===== config.mk =====
export PLATFORM = sky130hd
export DESIGN_NAME = updown_counter_param
export DESIGN_NICKNAME = d
export VERILOG_FILES = /design/src/rtl/updown_counter_param.sv
export SDC_FILE = /design/constraint.sdc
export NUM_CORES = 1
export LEC_CHECK = 0
export CAP_MARGIN = 5
export CORE_AREA = 2 2 39 41
export DETAILED_ROUTE_END_ITERATION = 6
export DIE_AREA = 0 0 41 43
export GPL_TIMING_DRIVEN = 1
export PLACE_DENSITY = 0.72
export SLEW_MARGIN = 5
export SYNTH_ARGS = -nofsm -noshare
export SYNTH_HDL_FRONTEND = slang
export SYNTH_SLANG_ARGS = --single-unit

===== constraint.sdc =====
create_clock -name clk -period 1.99 [get_ports clk]
set_input_delay 0.199 -clock clk [delete_from_list [all_inputs] [get_ports clk]]
set_output_delay 0.199 -clock clk [all_outputs]
set_load 0.05 [all_outputs]

===== src/rtl/updown_counter_param.sv =====
// updown_counter_param
//   Parametrised up/down counter over the range 0..MODULO-1 (MODULO need not
//   be a power of two). It has a synchronous load, a count enable, and an
//   end-of-range behaviour chosen at runtime: wrap, saturate or one-shot.
//   It can be cascaded for multi-digit counters: digit n+1 en = en_n & tc_n.
//
// Ports
//   clk      in   rising-edge clock
//   rst      in   synchronous active-high reset, overrides everything
//   en       in   count enable (cnt holds when low)
//   ld       in   synchronous load of d (beats en, honoured even when en=0)
//   up       in   1 = increment, 0 = decrement
//   mode     in   00 wrap, 01 saturate, 10 one-shot, 11 reserved (= wrap)
//   d        in   load value; out-of-range values clamp to MODULO-1
//   cnt      out  registered count, always < MODULO
//   tc       out  combinational terminal count (depends only on cnt, up)
//   wrap     out  registered pulse, the cycle after the count wrapped
//   done     out  registered sticky flag set by one-shot at terminal
//   ld_clamp out  registered pulse, the last load was clamped
module updown_counter_param #(
  parameter int WIDTH  = 4,
  parameter int MODULO = 16
) (
  input  logic             clk,
  input  logic             rst,
  input  logic             en,
  input  logic             ld,
  input  logic             up,
  input  logic [1:0]       mode,
  input  logic [WIDTH-1:0] d,
  output logic [WIDTH-1:0] cnt,
  output logic             tc,
  output logic             wrap,
  output logic             done,
  output logic             ld_clamp
);

  typedef enum logic [1:0] {
    MODE_WRAP    = 2'b00,
    MODE_SAT     = 2'b01,
    MODE_ONESHOT = 2'b10,
    MODE_RSVD    = 2'b11
  } mode_e;

  localparam logic [WIDTH-1:0] MAX_VAL = WIDTH'(MODULO - 1);
  localparam logic [WIDTH-1:0] ONE     = WIDTH'(1);

  logic [WIDTH-1:0] cnt_q, cnt_d;
  logic             wrap_q, wrap_d;
  logic             done_q, done_d;
  logic             ld_clamp_q, ld_clamp_d;
  mode_e            mode_s;

  assign mode_s = mode_e'(mode);

  // Terminal depends on direction. The increment/decrement below therefore
  // never crosses 0 or MAX_VAL, so plain WIDTH-bit arithmetic stays in
  // range even when MODULO is not a power of two.
  assign tc = up ? (cnt_q == MAX_VAL) : (cnt_q == '0);

  always_comb begin
    cnt_d      = cnt_q;
    wrap_d     = 1'b0;
    done_d     = done_q;
    ld_clamp_d = 1'b0;
    if (ld) begin
      done_d = 1'b0;
      if (d > MAX_VAL) begin
        cnt_d      = MAX_VAL;
        ld_clamp_d = 1'b1;
      end else begin
        cnt_d = d;
      end
    end else if (en && !done_q) begin
      // Once done is set the count is frozen until a load or reset.
      if (!tc) begin
        cnt_d = up ? cnt_q + ONE : cnt_q - ONE;
      end else begin
        case (mode_s)
          MODE_SAT:     ;
          MODE_ONESHOT: done_d = 1'b1;
          default: begin
            // Wrap mode; reserved mode 11 also lands here.
            cnt_d  = up ? '0 : MAX_VAL;
            wrap_d = 1'b1;
          end
        endcase
      end
    end
  end

  always_ff @(posedge clk) begin
    if (rst) begin
      cnt_q      <= '0;
      wrap_q     <= 1'b0;
      done_q     <= 1'b0;
      ld_clamp_q <= 1'b0;
    end else begin
      cnt_q      <= cnt_d;
      wrap_q     <= wrap_d;
      done_q     <= done_d;
      ld_clamp_q <= ld_clamp_d;
    end
  end

  assign cnt      = cnt_q;
  assign wrap     = wrap_q;
  assign done     = done_q;
  assign ld_clamp = ld_clamp_q;

endmodule

==> out/metrics.yaml, run 1 <==
hold_depth: 3
post_drt_wl_per_cell_um: 11.8
p_int_mw: 0.285
gp_congestion: 0.738
async_reset_ff_share_pct: 0
yosysTopAreaCell: "dfxtp_1"
worst-path-buf-inv: 1
slew_violations: 0
drc: 0
pre_cts_ws_ps: -15.6
synth_fp_nets: 69
io_buffers: 17
avgSynthCellArea_um2: 8.76
path_delay_family: "buffers and inverters"
syn_area_um2: 473
cts_tree: "done"
via_count: 485
cpPeakStageDelay_ps: 850
hp-class: "input port to flip-flop"
critical_path_class: "flip-flop to output port"
cts_hold_buf: 0
core_um2: 1380
drive_above_1_share_pct: 15.8
fmax_mhz: 573
clock_sinks: 6
finalHoldViolCount: 0
start_util_pct: 34.2
num_antenna_cells: 0
cts_resized: 0
synth_cell_types: 29
p_clk_share_pct: 25.7
setup_viol: 0
die_w_um: 41
synth-seq-area-share_pct: 25.4
outcome: "finished, final reports clean"
drv_cap: 0
grt_max_degree: 8
holdWs_ps: 530
p_sw_share_pct: 36.2
clock_tree.root_cell: "clkbuf_4"
cp-start-kind: "flip-flop"
post-route-min-period_ps: 1750
r2r_start: "cnt[0]"
grt_use_total_pct: 14.9
grt_pass1_wl_mm: 1.83
first_global_vias: 428
routed_wirelength_mm: 1.09
htree_levels: 1
fp.dieH_um: 43
fin_skew_ps: 5.07
clock_latency_ps: 240
holdCritStartpoint: "d[0]"
power_density_nw_per_um2: 626
synth_cells: 54
clkTransAtPathRegs_ps: 50
dieArea_um2: 1760
via_per_inst: 5.27
vdd_drop_max_mv: 0.256
fin_crit_sh_pct: 87.7
p_total_mw: 0.447
boundaryPins: 19
layout_common_cells: "16 x clkdlybuf4s50_1, 6 x a211oi_1, 6 x dfxtp_1"
worstPathMaxFanout: 7
synth_flop_cell: "dfxtp_1"
area_growth_pct: 51.1
cp_slowest_cell: "clkdlybuf4s50_1"
critPathCaptureType: "output port"
rsz0062_at_grt: "no"
pwr-share-comb_pct: 42.0
power.leakage_nw: 0.293
switching_power_mw: 0.162
critPathArrivalTime_ps: 1550
finalWorstSetupSlack_ps: 244
cp.depth: 1
synth-edff-count: 0
cp_cell_sequence: "clkdlybuf4s50_1"
drt_iter0_markers: 6
drtAntennaViolNets: 0
seqPwrFrac_pct: 32.4
cts_setup_buffers: 0
overflow: 0
synth_top_area_share_pct: 25.4
dpl.hpwl_um: 873
synthTopCellsByArea: "dfxtp_1 25%, a211oi_1 9.5%, ha_1 7.9%, nor2b_1 5.3%, a2111oi_1 4.2%"
ys_ff_latch: 6
cp-startpoint: "cnt[0]"
dr.pass1.iters: 4
cts_buffers: 3
std_cell_rows: 14
layout.nets: 93
antenna_found_initial: 0
final_common_cell: "clkdlybuf4s50_1"
worstPathRequired_ps: 1790
r2r_cells: 5
clk_path_buf_depth: 2
yosys_warnings: 0
## Yosys cell counts, drive strengths merged (2+ instances only)
cell     count
a211oi       7
a2111oi      3
dfxtp        6
nor2         3
nand2        3
nor3         3
a21o         2
nor2b        4
inv          4
xnor2        2
ha           3
## layer usage
layer  vias to the layer above  track usage [%]  routed length (µm)
li1                        243                -                   -
met1                       219             20.9                 512
met2                        21             21.3                 497
met3                         2             4.71                  64
met4                         0             4.00                  10
met5                         -                0                   0
## final timing paths
path | end | slack, ps
hold reg to reg | cnt[3] | 560
setup reg to reg | cnt[1] | 340
setup / recovery | cnt[0] | 240
hold / removal | cnt[0] | 530
## cell families after synthesis
logic type | Yosys count | share of synthesized area (%)
AND/OR/NAND/NOR | 19 | 23.3
AO/OA/AOI/OAI | 15 | 27.2
buffers and inverters | 6 | 5.55
flip-flops | 6 | 25.4
adder cells (fa/ha/maj) | 4 | 12.2
XOR/XNOR | 3 | 5.56
other | 1 | 0.793
## area by class of cell
type / instances / area [µm²]
Fill cell: 137 / 669
Inverter: 4 / 15.0
Tap cell: 16 / 20.0
Clock buffer: 3 / 22.5
Sequential cell: 6 / 120
Multi-Input combinational cell: 42 / 327
Timing Repair Buffer: 21 / 210
## sequential cells by signal, indices dropped and copies added, names as in the netlist
register	cells
done	1
cnt	4
wrap	1
## power by group through the flow
stage / Sequential (mW) / Clock (mW) / Combinational [mW]
floorplan: 0.177 / 0 / 0.0863
global placement: 0.147 / 0 / 0.186
detailed placement: 0.148 / 0 / 0.188
CTS: 0.145 / 0.117 / 0.189
global route: 0.147 / 0.123 / 0.205
finish: 0.145 / 0.115 / 0.188
## per-stage QoR
step	cell area [µm²]	util [%]	setup TNS [ps]	std cells
floorplan	473	-	0	54
global placement	692	50.0	0	89
detailed placement	692	50.0	-15.6	89
CTS	714	51.6	0	92
global route	714	51.6	0	92
finish	714	51.6	0	92
(Power assumes the default switching activity.)
==> run 2, diff against run 1 <==
- HOLD_SLACK_MARGIN: default -> 0.05
- TNS_END_PERCENT: default -> 10
==> results of run 2 <==
No change in the layout: final DEF, timing and power equal those of run 1.
